### src/rtl/div_unit_pkg.sv
// Shared definitions for the RV32M divider.
// Holds the div_op encodings (funct3[1:0] of the M-extension divide group),
// which the decoder also uses, plus small helpers that classify an op.
package div_unit_pkg;

  localparam int DIV_OP_W = 2;

  typedef enum logic [DIV_OP_W-1:0] {
    DIV_OP_DIV  = 2'b00,
    DIV_OP_DIVU = 2'b01,
    DIV_OP_REM  = 2'b10,
    DIV_OP_REMU = 2'b11
  } div_op_e;

  // funct3[0] clear means the operands are two's complement.
  function automatic logic op_is_signed(input logic [DIV_OP_W-1:0] op);
    return ~op[0];
  endfunction

  // funct3[1] set selects the remainder instead of the quotient.
  function automatic logic op_is_rem(input logic [DIV_OP_W-1:0] op);
    return op[1];
  endfunction

endpackage

### src/rtl/div_unit.sv
// Multicycle RV32M divider (DIV/DIVU/REM/REMU), restoring algorithm,
// one quotient bit per clock.
// Ports:
//   clk        - clock, all state on posedge
//   reset      - synchronous, active-high
//   div_valid  - request, sampled only while idle
//   div_op     - funct3[1:0]: 00 DIV, 01 DIVU, 10 REM, 11 REMU
//   dividend   - rs1, captured at accept
//   divisor    - rs2, captured at accept
//   div_ready  - one-cycle pulse, div_result valid this cycle
//   div_result - quotient or remainder, held until the next result load
//   div_busy   - high from the cycle after accept through the ready cycle
// Latency: accept at cycle 0 gives div_ready at cycle XLEN+2; divide-by-zero
// and signed overflow are resolved at accept and give div_ready at cycle 1.
module div_unit
  import div_unit_pkg::*;
#(
  parameter int XLEN = 32
) (
  input  logic                clk,
  input  logic                reset,
  input  logic                div_valid,
  input  logic [DIV_OP_W-1:0] div_op,
  input  logic [XLEN-1:0]     dividend,
  input  logic [XLEN-1:0]     divisor,
  output logic                div_ready,
  output logic [XLEN-1:0]     div_result,
  output logic                div_busy
);

  typedef enum logic [1:0] {S_IDLE, S_CALC, S_FIX, S_DONE} state_e;

  localparam int              CNT_W   = $clog2(XLEN);
  localparam logic [XLEN-1:0] INT_MIN = {1'b1, {(XLEN-1){1'b0}}};

  state_e              state;
  logic [CNT_W-1:0]    count;
  logic [DIV_OP_W-1:0] op_q;
  logic [XLEN-1:0]     rem_q;
  logic [XLEN-1:0]     quot_q;   // holds the unconsumed dividend bits, then the quotient
  logic [XLEN-1:0]     dvsr_q;
  logic                neg_quot;
  logic                neg_rem;

  // Magnitude of a two's complement value; INT_MIN maps to itself, which is
  // the correct unsigned magnitude.
  function automatic logic [XLEN-1:0] abs_val(input logic signed [XLEN-1:0] v);
    return v[XLEN-1] ? -v : v;
  endfunction

  function automatic logic [XLEN-1:0] neg_if(input logic [XLEN-1:0] v, input logic n);
    return n ? -v : v;
  endfunction

  logic            sgn_in;
  logic            div_zero;
  logic            div_ovf;
  logic [XLEN-1:0] special_res;
  logic [XLEN:0]   rem_sh;
  logic [XLEN:0]   trial;
  logic [XLEN-1:0] quot_fix;
  logic [XLEN-1:0] rem_fix;

  always_comb begin
    sgn_in   = op_is_signed(div_op);
    div_zero = (divisor == '0);
    div_ovf  = sgn_in && (dividend == INT_MIN) && (divisor == '1);
    special_res = '0;
    if (div_zero)
      special_res = op_is_rem(div_op) ? dividend : '1;
    else if (div_ovf)
      special_res = op_is_rem(div_op) ? '0 : INT_MIN;

    // One extra bit so the sign of the trial subtraction is exact even when
    // the shifted remainder reaches bit XLEN.
    rem_sh   = {rem_q, quot_q[XLEN-1]};
    trial    = rem_sh - {1'b0, dvsr_q};

    quot_fix = neg_if(quot_q, neg_quot);
    rem_fix  = neg_if(rem_q, neg_rem);
  end

  always_ff @(posedge clk) begin
    if (reset) begin
      state      <= S_IDLE;
      count      <= '0;
      op_q       <= '0;
      rem_q      <= '0;
      quot_q     <= '0;
      dvsr_q     <= '0;
      neg_quot   <= 1'b0;
      neg_rem    <= 1'b0;
      div_ready  <= 1'b0;
      div_busy   <= 1'b0;
      div_result <= '0;
    end else begin
      unique case (state)
        // Accept: capture operands as magnitudes plus result signs.
        S_IDLE: begin
          if (div_valid) begin
            op_q     <= div_op;
            quot_q   <= sgn_in ? abs_val(dividend) : dividend;
            dvsr_q   <= sgn_in ? abs_val(divisor) : divisor;
            neg_quot <= sgn_in & (dividend[XLEN-1] ^ divisor[XLEN-1]);
            neg_rem  <= sgn_in & dividend[XLEN-1];
            rem_q    <= '0;
            count    <= CNT_W'(XLEN - 1);
            div_busy <= 1'b1;
            if (div_zero || div_ovf) begin
              div_result <= special_res;
              div_ready  <= 1'b1;
              state      <= S_DONE;
            end else begin
              state      <= S_CALC;
            end
          end
        end
        // Iterate: one restoring step per clock.
        S_CALC: begin
          rem_q  <= trial[XLEN] ? rem_sh[XLEN-1:0] : trial[XLEN-1:0];
          quot_q <= {quot_q[XLEN-2:0], ~trial[XLEN]};
          count  <= count - CNT_W'(1);
          if (count == '0)
            state <= S_FIX;
        end
        // Sign fix-up and result select.
        S_FIX: begin
          div_result <= op_is_rem(op_q) ? rem_fix : quot_fix;
          div_ready  <= 1'b1;
          state      <= S_DONE;
        end
        // Ready cycle.
        S_DONE: begin
          div_ready <= 1'b0;
          div_busy  <= 1'b0;
          state     <= S_IDLE;
        end
        default: state <= S_IDLE;
      endcase
    end
  end

endmodule

### config.mk
export PLATFORM = sky130hd
export DESIGN_NAME = div_unit
export DESIGN_NICKNAME = d
export VERILOG_FILES = /design/src/rtl/div_unit_pkg.sv /design/src/rtl/div_unit.sv
export SDC_FILE = /design/constraint.sdc
export NUM_CORES = 1
export LEC_CHECK = 0
export CAP_MARGIN = 30
export CELL_PAD_IN_SITES_DETAIL_PLACEMENT = 0
export CELL_PAD_IN_SITES_GLOBAL_PLACEMENT = 1
export CORE_MARGIN = 1.5
export CORE_UTILIZATION = 44
export CTS_BUF_LIST = sky130_fd_sc_hd__clkbuf_4 sky130_fd_sc_hd__clkbuf_8
export DETAILED_ROUTE_END_ITERATION = 16
export DONT_BUFFER_PORTS = 1
export GPL_TIMING_DRIVEN = 1
export HOLD_SLACK_MARGIN = 0.15
export PLACE_DENSITY_LB_ADDON = 0.1
export RECOVER_POWER = 25
export SLEW_MARGIN = 20
export SYNTH_ARGS = -nofsm -noshare
export SYNTH_HDL_FRONTEND = slang
export SYNTH_SLANG_ARGS = --single-unit
export TNS_END_PERCENT = 10
### constraint.sdc
create_clock -name clk -period 3.2 [get_ports clk]
set_clock_uncertainty 0.1 [all_clocks]
set_input_delay 0.64 -clock clk [delete_from_list [all_inputs] [get_ports clk]]
set_output_delay 0.64 -clock clk [all_outputs]
set_load 0.02 [all_outputs]
==> metrics.md, run 1 <==
| Metric | Value |
|---|---|
| Main synth FF type | dfxtp_1 |
| H-Tree Level Count | 4 |
| CTS tree | done |
| Synth warn | 0 |
| Yosys reg bits | 140 |
| Die Ht | about 160 um |
| Mapped Nets | between 1500 and 2000 |
| Post-synthesis cell type count | 67 |
| Fmax | between 300 and 400 MHz |
| Layout Nets | between 1500 and 2000 |
| Worst Hold Class | in -> reg |
| Hold violation count in the final report | 0 |
| Top Ports | around 100 |
| DRT iter0 DRCs | roughly 780 |
| Share of layout cells above drive strength 1 | roughly an eighth |
| Antenna cells | 0 |
| Layout area overhead | 14.2% |
| Worst r2r src | rem_q[18] |
| Final Max Tran Viols | 0 |
| Synth Cell Area | 10600 sq um |
| Worst setup path class | reg -> reg |
| First-pass GRT wire length | between 50000 and 60000 um |
| # DRC | 0 |
| Final period utilization | 99.8% |
| RSZ-0062 raised after global routing | yes |
| Gpl congestion | slightly above 0.9 |
| Worst setup SP type | register |
| Drt pass-1 iters | 7 |
| Worst path bufs/invs | 1 |
| Initial Utilization | between 40% and 50% |
| Crit Path Max Fanout | 5 |
| Total die area | about 25000 sq um |
| Fill cell count | about 2500 |
| Max stage delay on crit path | roughly 450 ps |
| Crit path max-delay cell type | or4_4 |
| Max-cap violation count | 0 |
| Async SR Flop Fraction | 0% |
| Final Setup Violations | 0 |
| Post-Route WL | 36000 um |
| Routed Antenna Nets | 0 |
| Largest net degree at the start of global routing | approximately 80 |
| Footprint of the multi-input gates | 7380 sq um |
| Post-synth EDFFs | 0 |
| Core Area | roughly 24000 sq um |
| Root buffer cell | clkbuf_8 |
| Reg area | 2800 sq um |
| CTS sink count | 140 |
| Leading area contributor after synthesis | dfxtp_1 |
| Start point of the critical path | rem_q[18] |
| Cells after synthesis | around 1500 |
| Syn avg cell area | between 7 and 8 sq um |
| Rel. slew slack | ~35% |
| CP arrival | 3430 ps |
| Non-filler cells, final | about 1800 |
| Power per cell area | roughly 660 nW/um^2 |
| Detailed placer's ending HPWL | between 20000 and 30000 um |
| Core Rows | 56 |
| Clock transition at the registers of the reported paths | about 80 ps |
| Status | finished, final reports clean |
| Fin crit period | about 3200 ps |
| Clk_lat worst skew | around 460 ps |
| Top cells by area, synth | dfxtp_1 (26%), xnor2_1 (6.5%), nand2_1 (5.9%) |
| Vias in the first global route | 9800 |
| Total grt overflow | 0 |
| Port bufs | 0 |
| Critical path data required time | around 3400 ps |
| Dpl cells | approximately 1800 |
| Total Routing Usage GR | around 29% |
| Register area share after synthesis | between 20% and 30% |
| CP endpoint kind | register |
| Hold Startpoint | reset |
| Wire per inst | a little under 20 um |
| Kind of cell adding the most delay to the critical path | simple AND/OR/NAND/NOR gates |
| Chip width | between 150 and 200 um |
| Initial antenna violation count | 0 |
| CTS Buffer Depth | 2 |
| Cts bufs inserted | 17 |
| Fin util | 51.5% |
| Critical path cell sequence | buf_4, or3_4, or4_4, or4_4, or3_4, o41ai_4, xor2_1, nor2_1, o31a_1 |
| Maximum vdd drop | 0.496 mV |
| Leak | around 4.7 nW |
| Detailed-route via count | 10800 |
| Final Power | 7.99 mW |
| Post-synth top area share | between 20% and 30% |
| Worst-margin pin slew | between 900 and 1000 ps |
| Vias/cell | roughly 5.9 |
[final timing paths]
| path | depth (start not counted) | slack (ps) | end |
|---|---|---|---|
| worst max-delay path | 9 | 7 | div_result[30] |
| worst min-delay path | 1 | 210 | dvsr_q[26] |
| worst max register to register | 9 | 7 | div_result[30] |
| worst min register to register | 2 | 370 | dvsr_q[31] |
[per-layer routing]
layer / track usage (%) / routed length [um] / vias to the layer above
li1: - / - / 5365
met3: 7.35 / 2760 / 31
met4: 7.39 / 478 / 0
met5: 0 / 0 / -
met1: 41.0 / 17300 / 5118
met2: 42.4 / 15500 / 320
[synthesized netlist by cell type, types with 6 or more instances]
cell type,number
buf_1,6
or3_1,14
o21ai_0,108
o211ai_1,28
ha_1,43
nor3_1,37
a221oi_1,7
nand4_1,16
nand2_1,168
a311oi_1,12
nor4_1,12
inv_1,58
o41ai_1,21
o31ai_1,26
nand2b_1,19
or4_1,12
o311ai_0,12
xor2_1,66
dfxtp_1,140
nor2_1,151
o21a_1,11
a211oi_1,42
nand3_1,84
nor2b_1,13
a21oi_1,86
a222oi_1,7
xnor2_1,79
clkbuf_1,79
a21o_1,13
[where the power goes]
part	switching, mW	leakage, nW	internal (mW)
clock	0.777	0.171	0.579
sequential	0.612	1.15	2.16
combinational	2.31	3.38	1.56
total	3.70	4.69	4.29
[area by class of cell]
type,count,area share [%]
multi-input cells,1166,60.9
repair buffers,119,7.98
clock buffers,19,2.16
flip-flops and latches,140,23.1
inverters,59,1.83
well taps,319,3.29
clock inverters,12,0.733
[logic make-up (layout without fill, tap and decap cells)]
kind of cell	count (synthesis)	count (layout)	share of synthesized area (%)
adder cells (fa/ha/maj)	44	44	5.26
multiplexers	4	4	0.377
XOR/XNOR	145	145	12.0
AO/OA/AOI/OAI	414	414	25.9
AND/OR/NAND/NOR	559	559	24.8
flip-flops	140	140	26.4
buffers and inverters	149	209	5.33
[what timing repair did]
action | in CTS | in global routing
hold endpoints to repair | 25 | 0
buffers inserted | 0 | 1
endpoints found under the setup margin | 30 | 39
pin swaps | 1 | 2
hold buffers | 4 | 0
gates cloned | 0 | 0
resized for setup | 3 | 16
[stage by stage]
step                area, sq um  setup slack, ps  hold WS (ps)  TNS, ps
floorplan                 10600             12.2           332        0
global placement          11600             -137           337    -2060
detailed placement        11600             -209           356    -5510
CTS                       12000             7.47           151        0
global route              12100            -58.0           159     -106
finish                    12100             7.17           214        0
[cell usage in the layout, fill, tap and decap left out, types with 24 or more instances in the layout]
cell type,netlist,routed
nand2_1,168,167
nor2_1,151,150
dfxtp_1,140,139
o21ai_0,108,106
buf_4,0,106
a21oi_1,86,84
nand3_1,84,84
xnor2_1,79,78
xor2_1,66,65
inv_1,58,58
ha_1,43,43
a211oi_1,42,41
nor3_1,37,37
o211ai_1,28,28
o31ai_1,26,24
[sequential cells by signal (all words and copies together) (netlist names), 2 cells and up]
register and flops:
rem_q 32, div_result 32, count 5, state 2, dvsr_q 32, quot_q 32
[worst register-to-register path: cells and delay by family (launching register included)]
kind	cells	cell delay, ps
flip-flops	1	360
AO/OA/AOI/OAI	2	580
AND/OR/NAND/NOR	5	1710
buffers and inverters	1	150
XOR/XNOR	1	180
Note: power is estimated with default switching activity, not from simulation.
==> run 2, diff against run 1 <==
--- a/config.mk
+++ b/config.mk
@@ -8,14 +8,12 @@
 export CAP_MARGIN = 30
 export CELL_PAD_IN_SITES_DETAIL_PLACEMENT = 0
 export CELL_PAD_IN_SITES_GLOBAL_PLACEMENT = 1
-export CORE_MARGIN = 1.5
-export CORE_UTILIZATION = 44
-export CTS_BUF_LIST = sky130_fd_sc_hd__clkbuf_4 sky130_fd_sc_hd__clkbuf_8
+export CORE_UTILIZATION = 43
 export DETAILED_ROUTE_END_ITERATION = 16
 export DONT_BUFFER_PORTS = 1
 export GPL_TIMING_DRIVEN = 1
 export HOLD_SLACK_MARGIN = 0.15
-export PLACE_DENSITY_LB_ADDON = 0.1
+export PLACE_DENSITY = 0.79
 export RECOVER_POWER = 25
 export SLEW_MARGIN = 20
 export SYNTH_ARGS = -nofsm -noshare
==> run 2 against run 1 <==
Clock power increased by 57%. Critical path depth unchanged. Hold slack got worse by 15 ps. Highest routed layer is now met5. Largest cell class unchanged. Wire length decreased by 3.3%. Largest power group unchanged. Setup slack improved by 10 ps. Register-to-register slack about the same.
==> metrics.md, run 2 (same netlist as run 1, synthesis figures left out) <==
| Metric | Value |
|---|---|
| CTS Buffer Depth | 2 (unchanged) |
| Final Setup Violations | 0 (unchanged) |
| Vias/cell | 5.98 (+1.3%) |
| Switching power | 3.75 mW (+1.4%) |
| Final Max Tran Viols | 0 (unchanged) |
| Post-Route M1 WL | 16600 um (-4.1%) |
| Chip width | 159 um (+0.50%) |
| Status | finished, final reports clean |
| Fin area | 12300 sq um (+1.3%) |
| Drt pass-1 iters | 7 (unchanged) |
| Pre-CTS WS | -283 ps (-74.7 ps) |
| Worst-margin pin slew | 1190 ps (+222 ps) |
| Sequential share of power | 31.8% (-2.8 points) |
| Vias in the first global route | 9944 (+1.5%) |
| Net Sw Frac | 43.2% (-3.1 points) |
| Routed wl met3 | 2430 um (-12%) |
| # DRC | 0 (unchanged) |
| Pint | 4.93 mW (+15%) |
| Worst hold margin | 199 ps (-14.6 ps) |
| Total grt overflow | 0 (unchanged) |
| Commonest cells after routing, fill and taps aside | nand2_1 (168), nor2_1 (150), dfxtp_1 (140), o21ai_0 (106), buf_4 (102) |
| Share of layout cells above drive strength 1 | 11.7% (-0.27 points) |
| Gpl congestion | 0.911 (+0.64%) |
| Clock transition at the registers of the reported paths | 70 ps (about the same) |
| Comb power frac | 43.7% (-4.7 points) |
| Setup TNS | 0 ps (unchanged) |
| Power per cell area | 707 nW/um^2 (+7.2%) |
| Layout Nets | 1607 (-0.56%) |
| Largest net degree at the start of global routing | 112 (+42%) |
| Max-cap violation count | 0 (unchanged) |
| H-Tree Level Count | 4 (unchanged) |
| Clk_lat worst skew | 430 ps (-30 ps) |
| Worst Hold Class | in -> reg |
| Footprint of the multi-input gates | 7370 sq um (-0.12%) |
| Die Ht | 159 um (+0.50%) |
| Root buffer cell | clkbuf_16 |
| Max Used Layer | met5 |
| Core Area | 24200 sq um (+3.0%) |
| Core Rows | 57 (+1.8%) |
| Total die area | 25300 sq um (+1.0%) |
| Worst setup SP type | register |
| Rel. slew slack | 20.5% (-14 points) |
| Total Routing Usage GR | 27.0% (-1.6 points) |
| Critical path data required time | 3430 ps (about the same) |
| Final setup margin | 17.3 ps (+10.1 ps) |
| RSZ-0062 raised after global routing | yes |
| CP arrival | 3410 ps (-20 ps) |
| Clock share of power | 24.6% (+7.6 points) |
| Initial Utilization | 43.8% (-1.3 points) |
| Wire per inst | 19.0 um (-3.1%) |
| CTS tree | done |
| Fin crit period | 3180 ps (-10.1 ps) |
| Routed Antenna Nets | 0 (unchanged) |
| Detailed placer's ending HPWL | 26600 um (-2.2%) |
| Initial antenna violation count | 1 (+1) |
| Cts bufs inserted | 17 (unchanged) |
| Fin util | 50.7% (-0.83 points) |
| Dpl cell area | 11600 sq um (-0.38%) |
| Post-Route WL | 34800 um (-3.3%) |
| Reg area | 2800 sq um (about the same) |
| Maximum vdd drop | 0.435 mV (-12%) |
| CP endpoint kind | register |
| Hold violation count in the final report | 0 (unchanged) |
| Layout area overhead | 15.7% |
| Port bufs | 0 (unchanged) |
| Commonest non-fill, non-tap cell in the layout | nand2_1 |
| Antenna cells | 0 (unchanged) |
| Crit Path Max Fanout | 5 (unchanged) |
| Fill cell count | 2407 (-2.0%) |
| DRT iter0 DRCs | 852 (+9.8%) |
| First-pass GRT wire length | 54700 um (-0.76%) |
| Final period utilization | 99.5% (-0.32 points) |
| Detailed-route via count | 11000 (+1.1%) |
| Leak | 4.76 nW (+1.3%) |
| Worst setup path class | reg -> reg |
| DR WL met2 | 15100 um (-2.6%) |
| Top Ports | 103 (unchanged) |
| Fmax | 314 MHz (+0.32%) |
| CTS sink count | 140 (unchanged) |
==> run 2: metal layers <==
layer	track usage [%]	up-vias
met5	0	-
met4	8.26	2
met3	5.00	47
met2	40.9	392
met1	38.6	5143
li1	-	5368
==> run 2: worst paths after layout <==
path             start        endpoint  slack [ps]  depth (start not counted)
min              reset      dvsr_q[15]         200                          1
max          rem_q[16]  div_result[28]          20                          9
max reg2reg  rem_q[16]  div_result[28]          20                          9
min reg2reg  dvsr_q[0]       dvsr_q[0]         360                          2
==> run 2: power by group through the flow <==
stage	logic [mW]	clock network [mW]	registers [mW]
after floorplan	2.72	0	2.61
after global placement	3.65	0	2.79
after detailed placement	3.69	0	2.79
after CTS	3.71	2.16	2.75
after global routing	4.24	2.22	2.81
final	3.79	2.13	2.76
==> run 2: worst max-delay path: stages (launching register included) <==
cell and delay (ps):
dfxtp_1 320, buf_4 140, or3_4 410, or4_4 450, or4_4 450, or3_4 430
o41ai_2 280, xor2_1 210, o21ai_0 110, o21a_1 180
==> run 2: what timing repair did <==
item / in CTS / in global routing
pin swaps: 0 / 9
hold buffers: 0 / 0
gates resized for setup: 3 / 14
cloned: 0 / 0
setup buffers: 0 / 1
endpoints found under the setup margin: 13 / 40
==> run 2: final cells by class <==
| class | count | share of cell area [%] |
|---|---|---|
| Clock buffer | 18 | 3.49 |
| Clock inverter | 14 | 1.47 |
| Inverter | 59 | 1.80 |
| Multi-Input combinational cell | 1166 | 60.0 |
| Sequential cell | 140 | 22.8 |
| Tap cell | 324 | 3.30 |
| Timing Repair Buffer | 110 | 7.12 |
==> run 2: per-stage QoR <==
step / total power, mW / cells
global placement: 6.43 / 1797
CTS: 8.63 / 1829
detailed placement: 6.48 / 1797
floorplan: 5.33 / 1455
finish: 8.68 / 1831
global route: 9.27 / 1831
==> run 3, diff against run 2 <==
--- a/config.mk
+++ b/config.mk
@@ -13,6 +13,7 @@
 export DONT_BUFFER_PORTS = 1
 export GPL_TIMING_DRIVEN = 1
 export HOLD_SLACK_MARGIN = 0.15
+export MAX_ROUTING_LAYER = met4
 export PLACE_DENSITY = 0.79
 export RECOVER_POWER = 25
 export SLEW_MARGIN = 20
==> run 3 against run 2 <==
Clock power about the same. Critical path depth increased by 1. Power increased by 0.33%. Hold slack improved by 1.9 ps. Flip-flop and latch count unchanged. Register-to-register slack about the same. Non-clock buffer count increased by 9. Setup slack got worse by 5.1 ps. Highest routed layer is now met4.
==> metrics.md, run 3 (same netlist as run 1, synthesis figures left out) <==
| Metric | Value |
|---|---|
| Share of layout cells above drive strength 1 | 12.3% (+0.66 points) |
| Final Setup Violations | 0 (unchanged) |
| CTS tree | done |
| Worst setup path class | reg -> reg |
| Footprint of the multi-input gates | 7380 sq um (about the same) |
| Power per cell area | 706 nW/um^2 (-0.10%) |
| Initial antenna violation count | 0 (-1) |
| Hold violation count in the final report | 0 (unchanged) |
| Final setup margin | 12.2 ps (-5.06 ps) |
| Critical path data required time | 3420 ps (about the same) |
| Drt pass-1 iters | 8 (+1) |
| Antenna cells | 0 (unchanged) |
| Detailed-route via count | 10800 (-1.2%) |
| Total die area | 25300 sq um (unchanged) |
| Post-CTS Setup Bufs | 0 (unchanged) |
| Total Routing Usage GR | 27.6% (+0.55 points) |
| RSZ-0062 raised after global routing | yes |
| Worst Hold Class | in -> reg |
| CP endpoint kind | register |
| CTS sink count | 140 (unchanged) |
| Top Ports | 103 (unchanged) |
| Max-cap violation count | 0 (unchanged) |
| Detailed placer's ending HPWL | 26400 um (-0.60%) |
| CP arrival | 3410 ps (about the same) |
| Chip width | 159 um (unchanged) |
| Core Rows | 57 (unchanged) |
| Clock transition at the registers of the reported paths | 70 ps (about the same) |
| Commonest cells after routing, fill and taps aside | nand2_1 (168), nor2_1 (150), dfxtp_1 (138), buf_4 (115), o21ai_0 (107) |
| Worst setup SP type | register |
| Root buffer cell | clkbuf_16 |
| Crit Path Max Fanout | 5 (unchanged) |
| Worst Hold Depth | 1 (unchanged) |
| Largest net degree at the start of global routing | 112 (unchanged) |
| Die Ht | 159 um (unchanged) |
| Vias in the first global route | 9863 (-0.81%) |
| Cts bufs inserted | 17 (unchanged) |
| Final Max Tran Viols | 0 (unchanged) |
| Layout area overhead | 16.2% |
| Hold bufs inserted after CTS | 0 (unchanged) |
| Status | finished, final reports clean |
| Fin crit period | 3190 ps (+5.06 ps) |
| Worst reg2reg path depth | 10 (+1) |
| Fmax | 314 MHz (-0.16%) |
| Reg area | 2810 sq um (about the same) |
| Fin util | 50.9% (+0.22 points) |
| Pre-CTS WS | -275 ps (+8.56 ps) |
| Final period utilization | 99.6% (+0.16 points) |
| Non-filler cells, final | 1840 (+0.49%) |
| DRT iter0 DRCs | 887 (+4.1%) |
| Clk_lat worst skew | 430 ps (about the same) |
| Initial Utilization | 43.8% (unchanged) |
| CTS Buffer Depth | 2 (unchanged) |
| # DRC | 0 (unchanged) |
| First-pass GRT wire length | 54300 um (-0.72%) |
| Routed Antenna Nets | 0 (unchanged) |
| Total grt overflow | 0 (unchanged) |
| Leak | 4.80 nW (+0.90%) |
| Layout Nets | 1616 (+0.56%) |
| Maximum vdd drop | 0.503 mV (+16%) |
| Rel. slew slack | 27.1% (+6.6 points) |
| Post-Route WL | 34300 um (-1.2%) |
| Wire per inst | 18.7 um (-1.7%) |
| H-Tree Level Count | 4 (unchanged) |
| Worst-margin pin slew | 1090 ps (-99.7 ps) |
| Port bufs | 0 (unchanged) |
| Commonest non-fill, non-tap cell in the layout | nand2_1 |
| Dpl cells | 1808 (+0.61%) |
| Gpl congestion | 0.922 (+1.2%) |
| Fill cell count | 2429 (+0.91%) |
| Core Area | 24200 sq um (unchanged) |
| Vias/cell | 5.88 (-1.7%) |
-- run 3: changes by cell type in the layout (fill, tap and decap cells not counted), sizes merged --
cell,delta
buf,+10
clkinv,+2
inv,-3
-- run 3: worst paths after layout --
kind / from / to / slack [ps]
min reg2reg: dvsr_q[31] / dvsr_q[31] / 370
max: rem_q[17] / div_result[31] / 10
max reg2reg: rem_q[17] / div_result[31] / 10
min: reset / dvsr_q[16] / 200
-- run 3: critical path, cell delays in order, from the launching register on --
cell	delay, ps
dfxtp_2	340
buf_4	140
or3_4	380
or4_4	450
or4_4	450
or3_4	460
o31ai_2	270
xor2_1	220
o21ai_0	110
o22ai_1	120
nor2_1	50
-- run 3: area by class of cell --
type                    count  share of cell area (%)
inverters                  59                    1.80
clock buffers              19                    3.59
well taps                 324                    3.29
flip-flops and latches    140                    22.7
multi-input cells        1166                    59.8
repair buffers            119                    7.32
clock inverters            13                    1.48
-- run 3: where the power goes --
part / internal (mW) / switching, mW
Sequential: 2.16 / 0.614
Clock: 1.27 / 0.877
Combinational: 1.54 / 2.26
-- run 3: what timing repair did --
item / 4_1_cts / 5_1_grt
pin swaps: 1 / 7
endpoints found under the setup margin: 23 / 29
resized for setup: 5 / 14
-- run 3: per-stage QoR --
step / area [sq um] / setup TNS, ps / power, mW / hold WS (ps)
after global placement: 11600 / -4140 / 6.47 / 340
after global routing: 12300 / -197 / 9.26 / 183
after detailed placement: 11600 / -6010 / 6.51 / 357
final: 12300 / 0 / 8.71 / 201
after CTS: 12300 / 0 / 8.66 / 170
after floorplan: 10600 / 0 / 5.33 / 332
-- run 3: routing by layer --
metal / vias to the layer above / share of wire (%) / GRT usage (%)
met3: 29 / 7.2 / 4.43
met5: - / 0 / -
met2: 354 / 44 / 41.7
met1: 5065 / 47 / 38.1
met4: 0 / 1.3 / 6.73
li1: 5372 / - / -
